===== src/rtl/mul_result_buffer.sv =====
// -----------------------------------------------------------------------------
// mul_result_buffer
//
// Issue/writeback wrapper around the fixed-latency, non-stallable pipelined
// multiplier of the Tomasulo execution cluster. Ops accepted from the MUL
// reservation station go straight to the multiplier. Each op's ROB tag travels
// alongside it in a tag pipe. Completed results are parked in a small FIFO
// until the CDB grants. A credit rule limits in-flight plus buffered ops to
// DEPTH, so a result is never lost.
//
// Optional feature macro: MUL_RB_BYPASS_EN
//   When defined, a result arriving while the FIFO is empty is presented on the
//   CDB in the same cycle (latency LAT). If it is granted, it is never
//   written into the FIFO.
//   When undefined, every result goes through the FIFO (latency LAT+1).
//
// Parameters
//   TAG_W : ROB tag width
//   DEPTH : result FIFO entries; also the total credit limit
//   LAT   : multiplier latency, from mul_valid_i to mul_valid_o
//
// Ports
//   clk, rst                 clock; asynchronous active-high reset
//   in_valid / in_ready      RS handshake
//   in_tag, in_op1, in_op2   ROB tag and operands of the presented op
//   in_mode                  00 MUL, 01 MULH, 10 MULHSU, 11 MULHU
//   flush                    mispredict flush; kills all held/in-flight ops
//   mul_valid_i, mul_op1,
//   mul_op2, mul_mode        issue side of the multiplier
//   mul_valid_o, mul_result  completion side of the multiplier
//   cdb_valid / cdb_ready    CDB handshake
//   cdb_tag, cdb_data        result presented to the CDB
// -----------------------------------------------------------------------------
module mul_result_buffer #(
  parameter int TAG_W = 4,
  parameter int DEPTH = 4,
  parameter int LAT   = 4
) (
  input  logic             clk,
  input  logic             rst,
  input  logic             in_valid,
  output logic             in_ready,
  input  logic [TAG_W-1:0] in_tag,
  input  logic [31:0]      in_op1,
  input  logic [31:0]      in_op2,
  input  logic [1:0]       in_mode,
  input  logic             flush,
  output logic             mul_valid_i,
  output logic [31:0]      mul_op1,
  output logic [31:0]      mul_op2,
  output logic [1:0]       mul_mode,
  input  logic             mul_valid_o,
  input  logic [31:0]      mul_result,
  output logic             cdb_valid,
  input  logic             cdb_ready,
  output logic [TAG_W-1:0] cdb_tag,
  output logic [31:0]      cdb_data
);

  localparam int PTR_W = (DEPTH > 1) ? $clog2(DEPTH) : 1;
  localparam int CNT_W = $clog2(DEPTH + 1);
  localparam int INF_W = $clog2(LAT + 1);
  localparam int CRD_W = $clog2(LAT + DEPTH + 1);

  // Tag pipe: stage LAT-1 is the head and lines up with mul_valid_o.
  logic [LAT-1:0]   r_tp_vld;
  logic [LAT-1:0]   r_tp_kill;
  logic [TAG_W-1:0] r_tp_tag [LAT];

  // Result FIFO.
  logic [TAG_W-1:0] r_fifo_tag  [DEPTH];
  logic [31:0]      r_fifo_data [DEPTH];
  logic [PTR_W-1:0] r_wr_ptr;
  logic [PTR_W-1:0] r_rd_ptr;
  logic [CNT_W-1:0] r_count;

  logic [INF_W-1:0] w_inflight;
  logic [CRD_W-1:0] w_credit_used;
  logic             w_accept;
  logic             w_head_live;
  logic             w_retire;
  logic             w_bypass;
  logic             w_fifo_vld;
  logic             w_push;
  logic             w_pop;

  function automatic logic [PTR_W-1:0] ptr_inc(input logic [PTR_W-1:0] p);
    return (p == PTR_W'(DEPTH - 1)) ? '0 : p + 1'b1;
  endfunction

  // Killed entries still count: their results will still come out of the
  // multiplier, so the slot must stay reserved until they reach the head.
  always_comb begin
    w_inflight = '0;
    for (int i = 0; i < LAT; i++) begin
      w_inflight = w_inflight + INF_W'(r_tp_vld[i]);
    end
  end

  assign w_credit_used = CRD_W'(w_inflight) + CRD_W'(r_count);
  assign in_ready      = !flush && (w_credit_used < CRD_W'(DEPTH));
  assign w_accept      = in_valid && in_ready;

  assign mul_valid_i = w_accept;
  assign mul_op1     = in_op1;
  assign mul_op2     = in_op2;
  assign mul_mode    = in_mode;

  // A result retires only if its head entry is live and no flush is under way.
  // mul_valid_o against an empty head is a protocol error; it is dropped here.
  assign w_head_live = r_tp_vld[LAT-1] && !r_tp_kill[LAT-1];
  assign w_retire    = mul_valid_o && w_head_live && !flush;

`ifdef MUL_RB_BYPASS_EN
  assign w_bypass = w_retire && (r_count == '0);
`else
  assign w_bypass = 1'b0;
`endif

  assign w_fifo_vld = (r_count != '0) && !flush;
  assign cdb_valid  = w_fifo_vld || w_bypass;
  assign cdb_tag    = w_fifo_vld ? r_fifo_tag[r_rd_ptr]  : r_tp_tag[LAT-1];
  assign cdb_data   = w_fifo_vld ? r_fifo_data[r_rd_ptr] : mul_result;

  // A granted bypass result skips the FIFO entirely.
  assign w_pop  = w_fifo_vld && cdb_ready;
  assign w_push = w_retire && !(w_bypass && cdb_ready);

  // ---- tag pipe: control ----
  always_ff @(posedge clk or posedge rst) begin
    if (rst) begin
      r_tp_vld  <= '0;
      r_tp_kill <= '0;
    end else begin
      for (int i = LAT - 1; i > 0; i--) begin
        r_tp_vld[i]  <= r_tp_vld[i-1];
        r_tp_kill[i] <= r_tp_kill[i-1] | flush;
      end
      r_tp_vld[0]  <= w_accept;
      r_tp_kill[0] <= 1'b0;
    end
  end

  // ---- tag pipe: data ----
  always_ff @(posedge clk) begin
    for (int i = LAT - 1; i > 0; i--) begin
      r_tp_tag[i] <= r_tp_tag[i-1];
    end
    r_tp_tag[0] <= in_tag;
  end

  // ---- FIFO: pointers and count ----
  always_ff @(posedge clk or posedge rst) begin
    if (rst) begin
      r_wr_ptr <= '0;
      r_rd_ptr <= '0;
      r_count  <= '0;
    end else if (flush) begin
      r_wr_ptr <= '0;
      r_rd_ptr <= '0;
      r_count  <= '0;
    end else begin
      if (w_push) r_wr_ptr <= ptr_inc(r_wr_ptr);
      if (w_pop)  r_rd_ptr <= ptr_inc(r_rd_ptr);
      case ({w_push, w_pop})
        2'b10:   r_count <= r_count + 1'b1;
        2'b01:   r_count <= r_count - 1'b1;
        default: r_count <= r_count;
      endcase
    end
  end

  // ---- FIFO: storage ----
  always_ff @(posedge clk) begin
    if (w_push) begin
      r_fifo_tag[r_wr_ptr]  <= r_tp_tag[LAT-1];
      r_fifo_data[r_wr_ptr] <= mul_result;
    end
  end

endmodule


===== config.mk =====
export PLATFORM = sky130hd
export DESIGN_NAME = mul_result_buffer
export DESIGN_NICKNAME = d
export VERILOG_FILES = /design/src/rtl/mul_result_buffer.sv
export SDC_FILE = /design/constraint.sdc
export NUM_CORES = 1
export LEC_CHECK = 0
export CAP_MARGIN = 10
export CORE_UTILIZATION = 50
export DETAILED_ROUTE_END_ITERATION = 10
export PLACE_DENSITY = 0.93
export SLEW_MARGIN = 15
export SYNTH_ARGS = -nofsm -noshare
export SYNTH_HDL_FRONTEND = slang
export SYNTH_SLANG_ARGS = --single-unit

===== constraint.sdc =====
create_clock -name clk -period 4.6 [get_ports clk]
set_input_delay 0.92 -clock clk [delete_from_list [all_inputs] [get_ports clk]]
set_output_delay 0.92 -clock clk [all_outputs]
set_load 0.005 [all_outputs]

* After elaboration in Yosys (flattened, before gate mapping)
Memories as Yosys holds them, arrays and structs flattened. Index checks and enable logic that the tools add are counted. W data, S select, Z words.
Storage, ports and cells: register bits after elaboration 14, RAM bits 160, bits of input ports 108, output and inout port bits 105, logic and storage cells 48, memories 3
Operators by class: $add $sub $neg 8, order comparisons 1, equality and inequality tests 4, multiplexer cells 12, bitwise operators 2, reductions and logical operators 13
Memories:
- r_fifo_data | words 4, width 32, read ports 1, clocked after Yosys merged registers in 0, wr ports 1, RTL line 72 | logic [31:0] r_fifo_data [DEPTH];
- r_fifo_tag | words 4, width 4, read ports 1, clocked after Yosys merged registers in 0, wr ports 1, RTL line 71 | logic [TAG_W-1:0] r_fifo_tag [DEPTH];
- r_tp_tag | words 4, width 4, read ports 4, clocked after Yosys merged registers in 0, wr ports 4, RTL line 68 | logic [TAG_W-1:0] r_tp_tag [LAT];
Operators with widths (number):
- $mux W32 | 1
- $mux W2 | 6
- $logic_and A1 B1 Y1 | 7
- $eq A2 B2 Y1 const B | 3
- $pmux W3 S2 | 1
- $reduce_bool A3 Y1 | 2
- $add A2 B1 Y2 const B | 2
- $add A3 B3 Y4 | 1
- $lt A4 B3 Y1 const B | 1
- $mux W4 | 1
- $reduce_bool A2 Y1 | 2
- $add A2 B1 Y3 | 1
- $add A3 B1 Y3 | 1
- $add A3 B1 Y3 const B | 1
- $mux W3 | 1
- $sub A3 B1 Y3 const B | 1
- $add A1 B1 Y2 | 1
- $eq A2 B1 Y1 const B | 1
- $logic_not A1 Y1 | 2
- $mux W1 | 2
- $or A1 B1 Y1 | 2

* Longest topological paths before layout
depth after elaboration 7, gate-level depth with buffers 8, mapped depth without buffers 7

* Worst setup path after synthesis
OpenSTA, ideal clock, no wires.
path kind register -> output, start point reg r_tp_vld[0], end point out mul_valid_i, arrival time 2044 ps, data required time 3680 ps, slack 1636 ps, stages on the path, launching flop included 6, buffers on the path 0, cells stage by stage dfrtp_1 fa_1 ha_1 a21o_1 a2111oi_0 and2_1
On the way: longest elaborated chain between the ends 7
Ends and longest elaborated chain:
- start: declaration | RTL line 66 | logic [LAT-1:0] r_tp_vld;
- start signal: indexed assignment | RTL line 136 | r_tp_vld[i] <= r_tp_vld[i-1];
- start signal: assignment | RTL line 139 | r_tp_vld[0] <= w_accept;
- $add A1 B1 Y2 | RTL line 96 | w_inflight = w_inflight + INF_W'(r_tp_vld[i]);
- $add A2 B1 Y3 | RTL line 96
- $add A3 B1 Y3 | RTL line 96
- $add A3 B3 Y4 | RTL line 100 | assign w_credit_used = CRD_W'(w_inflight) + CRD_W'(r_count);
- $lt A4 B3 Y1 | RTL line 101 | assign in_ready = !flush && (w_credit_used < CRD_W'(DEPTH));
- $logic_and A1 B1 Y1 | RTL line 101
- via in_ready | RTL line 42 | output logic in_ready,
- $logic_and A1 B1 Y1 | RTL line 102 | assign w_accept = in_valid && in_ready;
- end: declaration | RTL line 48 | output logic mul_valid_i,
The timed path passes the listed nets, and every way through them passes these cells.

* Worst setup path after layout
start point reg r_tp_vld[0], end point out mul_valid_i
On the way: longest elaborated chain between the ends 7
Ends and longest elaborated chain (RTL line):
- $add A1 B1 Y2 | 96
- $add A2 B1 Y3 | 96
- $add A3 B1 Y3 | 96
- $add A3 B3 Y4 | 100
- $lt A4 B3 Y1 | 101
- $logic_and A1 B1 Y1 | 101
- $logic_and A1 B1 Y1 | 102
No other way between the ends.

==> key figures <==
Global routing
  – Vias in the first global route: 3582
  – Overflow after GRT: 0
  – Overall Global Routing Usage: 19.0%
  – Initial antenna violation count: 0
  – First-pass GRT wire length: 20300 µm
  – Largest net degree at the start of global routing: 39

Min path
  – Worst Hold Launch: r_tp_tag[1][1]
  – Worst hold path type: reg2reg
  – Hold Path Sink: r_tp_tag[2][1]
  – Hold path depth: 0

Clocking
  – Setup Fix Bufs, Post-CTS: 0
  – CTS root buffer: clkbuf_16
  – Clk sinks: 174
  – Cts hold-fix bufs: 0
  – Worst skew pair latency: 0.43 ns
  – Clock Tree Buf Depth: 2
  – CTS clock-pin slew for the worst setup and hold paths: 0.06 ns
  – CTS tree: built
  – Post_cts resized: 0
  – CTS buffer count: 17
  – CTS HTree Levels: 4

Critical path
  – Startpoint types: flip-flop
  – Worst path top cell family by delay: adder cells
  – Worst Path Arrival: 3.00 ns
  – FF-to-FF setup slack: 2.39 ns
  – Crit-path max cell delay: 0.54 ns
  – R2R Path End: r_count[2]
  – Worst path bufs/invs: 1
  – Reg-to-reg critical path startpoint: r_count[1]
  – Endpoint type of the worst setup path: output pin
  – Peak fanout along the critical path: 2
  – Setup CP Type: reg2out
  – Stages on the worst setup path: 6
  – Worst path slowest cell: fa_1
  – CP required: 3.68 ns
  – Crit-path cells: fa_1 -> ha_1 -> a21o_1 -> a2111oi_0 -> and2_1 -> clkdlybuf4s50_1
  – Reg2reg path depth: 6

Layout
  – Post-route cell area: 0.00840 mm²
  – Share of layout cells above drive strength 1: 27.2%
  – # fillers: 981
  – Final core occ: 59.8%
  – Post-Layout Cell Count: 603
  – Area growth, synth to finish: 15.2%
  – Number of diodes: 0
  – Final nets: 527

Job
  – Max-Cap Viols: 0

Drt
  – DRC viols: 0
  – Detail Route Antenna Nets: 0
  – Routed length per placed instance: 21.7 µm
  – DRT iter0 DRCs: 218
  – Drt total wl: 13100 µm
  – DR pass1 iterations: 4
  – Vias: 3363
  – Vias/cell: 5.58

Logic synthesis
  – Share of flip-flops with an asynchronous set or reset: 8.05%
  – Mapped cell area: 0.00729 mm²
  – Largest area contributor in the netlist: edfxtp_1
  – Synth top area cells: edfxtp_1 (59%), mux4_2 (11%), buf_4 (7.0%), dfrtp_1 (4.8%), dfxtp_1 (4.4%)
  – Top_reg_cell synth: edfxtp_1
  – Syn Inst Count: 387
  – Number of synthesized flops with an enable pin: 144
  – Mapped Nets: 504
  – Flops & latches, synth: 174
  – Ys Warns: 0
  – Mean post-synth cell area: 18.8 µm²
  – Post-synth top cells: edfxtp_1 (144), buf_4 (68), mux4_2 (36)
  – Cell variety after synth: 31
  – Post-synthesis sequential area ratio: 68.5%
  – Most common cell in the netlist: edfxtp_1
  – Post-synth top area share: 59.3%

Placed design
  – DPL Wire Length: 8110 µm
  – Post-DP Area: 0.00776 mm²
  – Buffers added on ports: 80
  – Pre-CTS WS: 0.692 ns
  – Cells after DPL: 571
  – GP Congestion: 0.704

Timing
  – Min setup slack post-route: 0.678 ns
  – Rel. slew slack: 31.2%
  – Fin crit share: 85.3%
  – Final Critical Period: 3.92 ns
  – Fmax: 0.255 GHz
  – TNS Setup: 0 ns
  – Clock skew: 0.00755 ns
  – Final-report max-slew violation count: 0
  – Final setup viols: 0
  – Final hold slack: 0.327 ns
  – Worst Max-Slew Pin Slew: 1.03 ns
  – Final Hold Fails: 0
  – Unrepaired setup endpoints after global routing: no

Pwr
  – Lkg Pwr: 2.82 nW
  – PD cells: 410 mW/mm²
  – Max VDD drop: 257 µV
  – Total Power: 3.44 mW

Floorplanning
  – CORE AREA: 0.0140 mm²
  – Rows: 43
  – Die span in x: 123 µm
  – I/O Pins: 213
  – Die Span Y: 123 µm
  – Starting Density: 51.9%
  – Die footprint: 0.0151 mm²

Run status
  – Run status: completed
==> where the power goes <==
| group | total [mW] | switching [mW] | internal, mW |
|---|---|---|---|
| Clock | 1.49 | 0.567 | 0.927 |
| Combinational | 0.222 | 0.0819 | 0.140 |
| Sequential | 1.73 | 0.0102 | 1.72 |
==> area by class of cell <==
cell class / instances / area (µm²) / share of cell area [%]
Sequential cell: 174 / 5000 / 59.5
Multi-Input combinational cell: 130 / 1700 / 20.3
Timing Repair Buffer: 84 / 831 / 9.89
Clock buffer: 25 / 539 / 6.42
Tap cell: 180 / 225 / 2.68
Clock inverter: 7 / 92.6 / 1.10
Inverter: 3 / 11.3 / 0.134
==> layer usage <==
metal	wire [µm]	track usage (%)	share of wire, %
met2	6890	31.6	53
met1	5000	22.0	38
met5	0	0	0
met4	404	8.46	3.1
met3	793	6.78	6.1
==> worst reg2reg max path, cell delays in order, from the launching register on <==
cell and delay [ns]:
dfrtp_1 0.45, nor3_2 0.40, nor3_1 0.14, fa_1 0.45, nor3_1 0.20, mux2i_1 0.10
a311oi_1 0.35
==> kinds of logic after synthesis <==
logic type      share of synthesized area [%]
mux                                      17.8
flops                                    68.5
compound gates                          0.858
fa+ha+maj                                1.75
xor+xnor                                0.240
buf+inv                                  8.29
simple gates                             2.49
==> state kept, by name, summed over array words and instances, names as in the netlist <==
register / cells
r_tp_kill: 3
r_tp_tag: 16
r_rd_ptr: 2
r_tp_vld: 4
r_wr_ptr: 2
r_fifo_data: 128
r_fifo_tag: 16
r_count: 3
==> cells in the final DEF, fill, tap and decap left out, types with 3 or more instances in the layout <==
master	n
a21oi_1	3
and2_2	4
buf_4	4
clkbuf_1	3
clkbuf_16	20
clkdlybuf4s50_1	80
dfrtp_1	12
dfxtp_1	16
edfxtp_1	144
ha_1	7
inv_1	3
inv_4	3
mux2_2	22
mux2_4	14
mux2i_1	3
mux4_2	36
nand2_1	4
nand2b_1	5
nor2_1	9
nor3_1	3
o21ai_0	3
==> worst max path at each step <==
stage / start / to / slack, ns
global route: r_tp_vld[0] / mul_valid_i / 0.46
detailed placement: flush / cdb_data[2] / 0.69
CTS: r_tp_vld[0] / mul_valid_i / 0.58
global placement: flush / cdb_data[5] / 0.76
finish: r_tp_vld[0] / mul_valid_i / 0.68
floorplan: r_tp_vld[0] / mul_valid_i / 1.64
Power figures use the tool's default switching activity.
